--- src/rtl/mem_stage_pkg.sv ---
// rtl/mem_stage_pkg.sv - shared widths, bus layout and capture states for the memory stage
package mem_stage_pkg;

    localparam int EX_TO_MEM_WD = 151;
    localparam int MEM_TO_WB_WD = 136;
    localparam int MEM_TO_RF_WD = 104;
    localparam int HILO_WD      = 66;
    localparam int STALL_BUS_WD = 6;

    localparam logic STOP    = 1'b1;
    localparam logic NO_STOP = 1'b0;

    // Bit positions inside mem_op
    localparam int OP_LB  = 7;
    localparam int OP_LBU = 6;
    localparam int OP_LH  = 5;
    localparam int OP_LHU = 4;
    localparam int OP_LW  = 3;

    typedef enum logic {
        CAP_HELD  = 1'b0,
        CAP_FRESH = 1'b1
    } cap_state_e;

    typedef struct packed {
        logic [7:0]         mem_op;
        logic [HILO_WD-1:0] hilo_bus;
        logic [31:0]        pc;
        logic               data_ram_en;
        logic               data_ram_wen;
        logic [3:0]         data_ram_sel;
        logic               sel_rf_res;
        logic               rf_we;
        logic [4:0]         rf_waddr;
        logic [31:0]        ex_result;
    } ex_to_mem_t;

endpackage

--- src/rtl/mem_stage_load_align.sv ---
// rtl/mem_stage_load_align.sv - little-endian byte/half/word selection and extension of load data
module load_align
    import mem_stage_pkg::*;
(
    input  logic [7:0]  mem_op,
    input  logic [1:0]  addr,
    input  logic [31:0] rdata,
    output logic [31:0] data
);

    logic [7:0]  byte_sel;
    logic [15:0] half_sel;
    logic        unused_op_bits;

    assign unused_op_bits = ^mem_op[2:0];

    always_comb begin
        byte_sel = rdata[7:0];
        case (addr)
            2'd0: byte_sel = rdata[7:0];
            2'd1: byte_sel = rdata[15:8];
            2'd2: byte_sel = rdata[23:16];
            2'd3: byte_sel = rdata[31:24];
            default: byte_sel = rdata[7:0];
        endcase
        // Halfword picks by addr[1] only; misaligned halves are not trapped
        half_sel = addr[1] ? rdata[31:16] : rdata[15:0];

        data = '0;
        if (mem_op[OP_LB])
            data = {{24{byte_sel[7]}}, byte_sel};
        else if (mem_op[OP_LBU])
            data = {24'd0, byte_sel};
        else if (mem_op[OP_LH])
            data = {{16{half_sel[15]}}, half_sel};
        else if (mem_op[OP_LHU])
            data = {16'd0, half_sel};
        else if (mem_op[OP_LW])
            data = rdata;
    end

endmodule

--- src/rtl/mem_stage.sv ---
// rtl/mem_stage.sv - memory-access pipeline stage with SRAM read-word capture across stalls
module mem_stage
    import mem_stage_pkg::*;
(
    input  logic                     clk,
    input  logic                     rst,
    input  logic [STALL_BUS_WD-1:0]  stall,
    input  logic [EX_TO_MEM_WD-1:0]  ex_to_mem_bus,
    input  logic [31:0]              data_sram_rdata,
    output logic [MEM_TO_WB_WD-1:0]  mem_to_wb_bus,
    output logic [MEM_TO_RF_WD-1:0]  mem_to_rf_bus
);

    ex_to_mem_t ex_to_mem_bus_r;
    cap_state_e state, state_next;
    logic [31:0] rdata_buf;
    logic [31:0] rdata_eff;
    logic [31:0] load_data;
    logic [31:0] rf_wdata;
    logic        load_en;
    logic        bubble;
    logic        unused_bits;

    assign load_en = (stall[3] == NO_STOP);
    assign bubble  = (stall[3] == STOP) && (stall[4] == NO_STOP);

    always_ff @(posedge clk) begin
        if (rst)
            ex_to_mem_bus_r <= '0;
        else if (bubble)
            ex_to_mem_bus_r <= '0;
        else if (load_en)
            ex_to_mem_bus_r <= ex_to_mem_bus;
    end

    // The SRAM word is only valid the cycle after a fresh load; afterwards we replay the buffer
    always_comb begin
        state_next = CAP_HELD;
        if (!rst && load_en)
            state_next = CAP_FRESH;
    end

    always_ff @(posedge clk) begin
        if (rst)
            state <= CAP_HELD;
        else
            state <= state_next;
    end

    always_ff @(posedge clk) begin
        if (rst)
            rdata_buf <= '0;
        else if (state == CAP_FRESH)
            rdata_buf <= data_sram_rdata;
    end

    assign rdata_eff = (state == CAP_FRESH) ? data_sram_rdata : rdata_buf;

    load_align u_load_align (
        .mem_op (ex_to_mem_bus_r.mem_op),
        .addr   (ex_to_mem_bus_r.ex_result[1:0]),
        .rdata  (rdata_eff),
        .data   (load_data)
    );

    assign rf_wdata = ex_to_mem_bus_r.sel_rf_res ? load_data : ex_to_mem_bus_r.ex_result;

    assign mem_to_wb_bus = {ex_to_mem_bus_r.hilo_bus, ex_to_mem_bus_r.pc,
                            ex_to_mem_bus_r.rf_we, ex_to_mem_bus_r.rf_waddr, rf_wdata};
    assign mem_to_rf_bus = {ex_to_mem_bus_r.hilo_bus,
                            ex_to_mem_bus_r.rf_we, ex_to_mem_bus_r.rf_waddr, rf_wdata};

    assign unused_bits = ^{stall[5], stall[2:0], ex_to_mem_bus_r.data_ram_en,
                           ex_to_mem_bus_r.data_ram_wen, ex_to_mem_bus_r.data_ram_sel};

endmodule
--- config.mk ---
export PLATFORM = sky130hd
export DESIGN_NAME = mem_stage
export DESIGN_NICKNAME = d
export VERILOG_FILES = /design/src/rtl/mem_stage_pkg.sv /design/src/rtl/mem_stage_load_align.sv /design/src/rtl/mem_stage.sv
export SDC_FILE = /design/constraint.sdc
export NUM_CORES = 1
export LEC_CHECK = 0
export BUFFER_PORTS_ARGS = -buffer_cell sky130_fd_sc_hd__buf_2
export CAP_MARGIN = 20
export CORE_UTILIZATION = 30
export DETAILED_ROUTE_END_ITERATION = 6
export MAX_ROUTING_LAYER = met4
export PLACE_DENSITY_LB_ADDON = 0.15
export SLEW_MARGIN = 20
export SYNTH_ARGS = -nofsm -noshare
export SYNTH_HDL_FRONTEND = slang
export SYNTH_SLANG_ARGS = --single-unit
--- constraint.sdc ---
create_clock -name clk -period 2.25 [get_ports clk]
set_input_delay 0.1125 -clock clk [delete_from_list [all_inputs] [get_ports clk]]
set_output_delay 0.1125 -clock clk [all_outputs]
set_load 0.05 [all_outputs]
# --- Yosys cells after proc, flatten, opt, wreduce, memory -nomap -nowiden ---
# Cells that the tools add are included.
classes:
  n_eq_ne: 3
  mux: 10
  bitwise_logic: 2
  reduce_logical: 5
op_table:
  columns: ["cell", "count"]
  rows:
  - ["$mux W32", 7]
  - ["$pmux W8 S4", 1]
  - ["$mux W16", 1]
  - ["$eq A2 B2 Y1 const B", 2]
  - ["$eq A2 B1 Y1 const B", 1]
  - ["$logic_and A1 B1 Y1", 2]
  - ["$logic_not A2 Y1", 1]
  - ["$not A1 Y1", 2]
  - ["$reduce_or A2 Y1", 1]
  - ["$logic_not A1 Y1", 1]
  - ["$mux W1", 1]
totals:
  ff_bits: 178
  word_cells: 29

# --- Longest topological paths before layout ---
depth:
  depth_word: 7
  mapped_depth: 8

# --- By module ---
# A second synthesis with hierarchy kept.
hier_totals:
  hier_cells: 1116
  area_unflattened_um2: 9970.8
modules_own_cells:
  columns: ["module", "n_inst", "cells_per_inst", "area_per_inst_um2"]
  rows:
  - ["mem_stage", 1, 994, 8939.8]
  - ["load_align", 1, 122, 1031.0]

# --- Least setup slack after synthesis ---
# OpenSTA, ideal clock, no wires.
synth_path:
  path_type: "register to output"
  start: "register state"
  end: "output mem_to_wb_bus[3]"
  arrival_ns: 2.914
  required_time_ns: 2.138
  setup_slack_ns: -0.777
  path_stages_with_launch: 9
  path_buffers: 4
  cell_sequence: "dfxtp_1 -> buf_6 -> buf_2 -> buf_4 -> mux2i_1 -> mux2i_1 -> mux2i_1 -> a211oi_1 -> buf_4"
synth_via:
  elab_chain_cells: 7
synth_lines:
  columns: ["element", "line", "rtl"]
  rows:
  - ["start: declaration", "mem_stage.sv:15", "cap_state_e state, state_next;"]
  - ["start signal: assignment", "mem_stage.sv:47", "state <= state_next;"]
  - ["$mux W32 *", null, null]
  - ["$mux W32 or $mux W16 (tied branches)", "mem_stage_load_align.sv:38, mem_stage_load_align.sv:27", null]
  - ["$mux W32", "mem_stage_load_align.sv:36", "else if (mem_op[OP_LHU])"]
  - ["$mux W32", "mem_stage_load_align.sv:34", "else if (mem_op[OP_LH])"]
  - ["$mux W32", "mem_stage_load_align.sv:32", "else if (mem_op[OP_LBU])"]
  - ["$mux W32 *", "mem_stage_load_align.sv:30", "if (mem_op[OP_LB])"]
  - ["$mux W32 *", "mem_stage.sv:66", "assign rf_wdata = ex_to_mem_bus_r.sel_rf_res ? load_data : ex_to_mem_bus_r.ex_result;"]
  - ["end: declaration", "mem_stage.sv:10", "output logic [MEM_TO_WB_WD-1:0] mem_to_wb_bus,"]
# Every way passes the cells marked *; elsewhere a longest branch is shown, timed or not.

# --- Final worst setup path ---
layout_path:
  start: "register state"
  end: "output mem_to_rf_bus[7]"
layout_via:
  elab_chain_cells: 7
layout_lines:
  columns: ["element", "line", "rtl"]
  rows:
  - ["$mux W32 *", null, null]
  - ["$mux W32 or $mux W16 (tied branches)", "mem_stage_load_align.sv:38, mem_stage_load_align.sv:27", null]
  - ["$mux W32", "mem_stage_load_align.sv:36", null]
  - ["$mux W32", "mem_stage_load_align.sv:34", null]
  - ["$mux W32", "mem_stage_load_align.sv:32", null]
  - ["$mux W32 *", "mem_stage_load_align.sv:30", null]
  - ["$mux W32 *", "mem_stage.sv:66", null]
  - ["end: declaration", "mem_stage.sv:11", "output logic [MEM_TO_RF_WD-1:0] mem_to_rf_bus"]
# Marks and branches as above.

==> results.md <==
- The worst-case reg-to-reg path depth is 6.
- The height of the die is 172.3 microns.
- The maximum fanout count along the critical path is 8.
- For this run, the total global-route usage over all layers was measured as 0.1832.
- The layout cell share with drive strength beyond 1 is 0.4384.
- The post-synthesis async set-or-reset flop share is 0.
- The CTS H-tree depth is 4.
- The final hold violation count is 0.
- The post-synthesis mux area share is 0.2215.
- The cell-internal power is 0.005763 W.
- The met3 routing resource usage after global routing is 0.03983.
- The critical path class is register to output port.
- In the global route stage, met2 resource usage came out at 0.3214.
- The synthesized area per cell is around 9.4 sq um.
- Power comes to 0.008798 W.
- The net switching fraction of the power is 0.3450.
- After filler insertion, the fill cell instance count of the layout stands at 2,719.
- With fillers left out, the area of the finished cells amounts to 13,060 sq um.
- The data arrival at the endpoint of the critical path is 2480 ps.
- The via count of the first global-routing pass came to ~7,400.
- The area growth from synthesis to layout is 50.00%.
- The critical path required time is 2140 ps.
- The cell with the biggest individual delay on the critical path is sky130_fd_sc_hd__mux4_2.
- The clock root buffer is sky130_fd_sc_hd__clkbuf_16.
- The worst clock skew on the final layout is 7.462 ps.
- The startpoint of the worst-slack reg-to-reg timing path is state.
- STA classifies the critical path endpoint as an output port.
- The horizontal die dimension is 172.3 microns.
- The reported net switching power is 0.003035 W.
- After layout, the minimum clock period comes to 2596 ps.
- Input and output buffers added on the ports amount to 417.
- Setup repair after global routing could not meet its margin everywhere.
- Power spread over the standard cell area amounts to about 670 nW/um^2.
- Of the total synthesized cell area, the portion taken by AND, OR, NAND and NOR gates is 0.1140.
- The global-route track usage on met1 is 0.2107.
- The yosys synthesis warning count is 0.
- The initialized floorplan defines 61 standard-cell rows.
- Clock latency on the worst-skew pair, taken at its later pin, is 430 ps.
- The combinational family with the most area after synthesis is multiplexers.
- The fraction of post-synthesis cell area in the top cell type by area is 0.4025.
- The gate count after technology mapping is 927.
- The checks that failed: setup timing.
- The number of nets handed over by synthesis was 1,118.
- Grouping stages by cell kind, the critical path spends the most delay in multiplexers.
- The number of DRC violations after detailed routing is 0.
- The total iterations of the first detailed-routing run is 4.
- Of the total synthesized cell area, the portion taken by XOR and XNOR cells is 0.
- For this design the static power due to leakage is 6.360 nW.
- Traced cell by cell, the critical path runs through mux2_1, mux4_2, buf_6, or2_0, a31o_1, buf_6.
- For this configuration, the core starts out at a cell density of 0.3090.
- The via density per instance is 4.313.
- The worst hold path endpoint is rdata_buf[0].
- For this run the aggregate overflow at the end of global routing stands at 0.
- Of the total synthesized cell area, the portion taken by full adders, half adders and majority gates is 0.
- The share of total power dissipated in combinational logic is 0.273.
- The hold path startpoint is data_sram_rdata[0].
- The tool flagged a number of max-cap violations equal to 0.
- The HPWL after detailed placement is 19.09 mm.
- The sort of element at the start of the critical path is a register.
- The clock tree buffer depth is 2.
- In this design, the stage delay of the slowest critical-path cell is between 500 and 600 ps.
- Counting instances, the worst hold path has a depth of 3.
- The most prevalent standard cell on the critical path is sky130_fd_sc_hd__buf_6.
- The floorplan die area is 29,700 sq um.
- The sequential fraction of the synthesis area is 0.4025.
- Yosys mapped a number of flops with a built-in enable equal to 0.
- The number of routed nets with antenna violations is 0.
- The top flip-flop cell by instance count after synthesis is sky130_fd_sc_hd__dfxtp_1.
- After detailed routing, the average wire length per cell comes to 16.16 microns.
- Setup violations remaining at the end of the flow were counted as 62.
- Across all layers, the routed design uses 7,320 vias.
- Wires add up to 27.42 mm.
- After detailed placement, the total cell area comes to 10,020 sq um.
- The I/O pin count is 431.
- The number of synthesized register bits is about 180.
- The most used routing layer is met2.
- The type of the most critical hold path is input port to register.
- Clock-pin slew was measured on the worst setup and hold paths at 80 ps.
- Across all setup checks in the final design, the least slack found is -346.3 ps.
- The first-iteration detailed-routing DRC count is 264.
- At the pin with the least slew margin, the transition time is between 500 and 600 ps.
- The final-report max-slew violation count came to 0.
- Dividing the final minimum period by the clock period gives 1.154.
- The largest net degree at the start of global routing is slightly below 80.
- The number of antenna violations at the first check in global routing is 5.
- Ranked by total cell area, the synthesized netlist is headed by sky130_fd_sc_hd__dfxtp_1 (40%), sky130_fd_sc_hd__mux2i_1 (19%), sky130_fd_sc_hd__buf_4 (18%).
- The placer congestion estimate is around 0.83.
- For this design, the sink count on the clock tree is 175.
- The setup TNS is -14,910 ps.
- The setup slack of the most critical reg-to-reg path is 690 ps.
- The worst register-to-register path ends at rdata_buf[16].
- The maximum operating frequency is 385.2 MHz.
- The placeable core region is 28,160 sq um.
- The largest area contributor in the synthesized netlist is sky130_fd_sc_hd__dfxtp_1.
- Counting distinct cell types in the post-synthesis netlist gives 44.
- The run finished, with violations left.
- The synthesized netlist occupies a cell area of 8703 sq um.
- The first global-routing pass estimated approximately 40 mm of wire.
- The portion of total power attributed to sequential cells is 0.382.
- The number of nets at the end of the flow is 1,492.
- The total CTS buffers is 17.
- TritonCTS built the clock tree.
- The maximum VDD drop is ~470 uV.
- Together, buffers and inverters on the worst path number 2.
- The worst slew slack as a fraction of its limit is 0.6044.
- The synthesized-area fraction occupied by ao, oa, aoi and oai cells is 0.05233.
- The share of total power dissipated in the clock network is 0.345.
-- power by group through the flow --
| stage | clock (W) | combinational, W | sequential [W] |
|---|---|---|---|
| floorplan | 0 | 0.00169 | 0.00339 |
| detailed placement | 0 | 0.00197 | 0.00342 |
| global placement | 0 | 0.00197 | 0.00342 |
| finish | 0.00304 | 0.00240 | 0.00336 |
| global route | 0.00327 | 0.00253 | 0.00338 |
| CTS | 0.00314 | 0.00236 | 0.00336 |
-- worst max path at each step --
| stage | from | cells after the start | slack (ps) | to |
|---|---|---|---|---|
| floorplan | state | 7 | -310 | mem_to_wb_bus[30] |
| global placement | state | 6 | 30 | mem_to_wb_bus[23] |
| detailed placement | state | 6 | 30 | mem_to_rf_bus[27] |
| CTS | state | 7 | -350 | mem_to_wb_bus[22] |
| global route | state | 7 | -410 | mem_to_rf_bus[22] |
| finish | state | 6 | -350 | mem_to_rf_bus[7] |
-- flip-flops by register name (all words and copies together), names as in the netlist --
| register | count |
|---|---|
| mem_to_wb_bus | 32 |
| mem_to_rf_bus | 72 |
| state | 1 |
| rdata_buf | 32 |
| ex_to_mem_bus_r | 38 |
-- tightest hold or removal path, delay by kind of cell --
| kind | cells | cell delay, ps |
|---|---|---|
| mux | 1 | 120 |
| simple gates | 1 | 100 |
| buf+inv | 1 | 70 |
-- timing repair --
| action | in CTS | in global routing |
|---|---|---|
| pin swaps | 5 | 6 |
| endpoints found under the setup margin | 64 | 64 |
| gates resized for setup | 169 | 41 |
| cloned | 1 | 1 |
| buffers inserted | 11 | 8 |
| hold buffers | 147 | 0 |
| hold endpoints to repair | 147 | 0 |
-- cell usage after synthesis (3+ instances only) --
cell type and n:
sky130_fd_sc_hd__nor2_1 174, sky130_fd_sc_hd__mux4_2 3, sky130_fd_sc_hd__buf_4 209, sky130_fd_sc_hd__o21ai_0 6
sky130_fd_sc_hd__clkbuf_1 43, sky130_fd_sc_hd__mux2_2 14, sky130_fd_sc_hd__mux2i_1 166, sky130_fd_sc_hd__buf_1 4
sky130_fd_sc_hd__o32a_1 3, sky130_fd_sc_hd__nand2_1 16, sky130_fd_sc_hd__dfxtp_1 175, sky130_fd_sc_hd__a21oi_1 9
sky130_fd_sc_hd__a31oi_1 10, sky130_fd_sc_hd__buf_2 3, sky130_fd_sc_hd__nor2b_1 28, sky130_fd_sc_hd__a22oi_1 7
sky130_fd_sc_hd__o221ai_1 9, sky130_fd_sc_hd__a211oi_1 5, sky130_fd_sc_hd__inv_1 11
-- final cells by class --
class	instances	area (sq um)	share of cell area
diodes	5	12.51	0.0009584
clock buffers	18	429.2	0.03287
clock inverters	14	172.7	0.01323
inverters	11	41.29	0.003163
multi-input cells	480	3906	0.2992
flip-flops and latches	175	3508	0.2687
well taps	378	473.0	0.03623
repair buffers	616	4512	0.3456
-- logic make-up (layout without fill, tap and decap cells) --
family / after synthesis / count (layout)
flops: 175 / 175
simple gates: 234 / 234
buf+inv: 272 / 659
other cells: 0 / 5
mux: 186 / 186
compound gates: 60 / 60
-- per-layer routing --
| layer | routed length [microns] | share of wire | up-vias |
|---|---|---|---|
| li1 | - | - | 3639 |
| met1 | 11700 | 0.43 | 3423 |
| met2 | 14030 | 0.51 | 237 |
| met3 | 1349 | 0.049 | 21 |
| met4 | 341 | 0.012 | 0 |
| met5 | 0 | 0 | - |
-- metrics by stage --
stage	setup WS [ps]	hold WS (ps)	util	instances
2_1_floorplan	-311.5	184.1	-	927
3_3_place_gp	34.32	339.8	0.3556	1494
3_5_place_dp	28.99	347.8	0.3556	1494
4_1_cts	-346.8	1.575	0.4552	1685
5_1_grt	-409.5	23.96	0.4635	1697
6_report	-346.3	14.43	0.4635	1697
-- cells in the final DEF (no fill, tap or decap), types with 4 or more instances in the layout --
| master | n |
|---|---|
| sky130_fd_sc_hd__dlygate4sd3_1 | 147 |
| sky130_fd_sc_hd__mux2i_4 | 8 |
| sky130_fd_sc_hd__nor2b_1 | 28 |
| sky130_fd_sc_hd__nor2_1 | 173 |
| sky130_fd_sc_hd__o21ai_0 | 5 |
| sky130_fd_sc_hd__o221ai_2 | 5 |
| sky130_fd_sc_hd__o221ai_4 | 5 |
| sky130_fd_sc_hd__buf_2 | 352 |
| sky130_fd_sc_hd__a211oi_1 | 4 |
| sky130_fd_sc_hd__a31oi_4 | 10 |
| sky130_fd_sc_hd__buf_4 | 40 |
| sky130_fd_sc_hd__diode_2 | 5 |
| sky130_fd_sc_hd__buf_6 | 65 |
| sky130_fd_sc_hd__a22oi_1 | 4 |
| sky130_fd_sc_hd__mux2_4 | 15 |
| sky130_fd_sc_hd__inv_1 | 11 |
| sky130_fd_sc_hd__a21oi_1 | 9 |
| sky130_fd_sc_hd__dfxtp_1 | 173 |
| sky130_fd_sc_hd__mux2i_1 | 156 |
| sky130_fd_sc_hd__buf_12 | 9 |
| sky130_fd_sc_hd__nand2_2 | 7 |
| sky130_fd_sc_hd__nand2_1 | 8 |
| sky130_fd_sc_hd__clkbuf_16 | 18 |
Power figures use the tool's default switching activity.
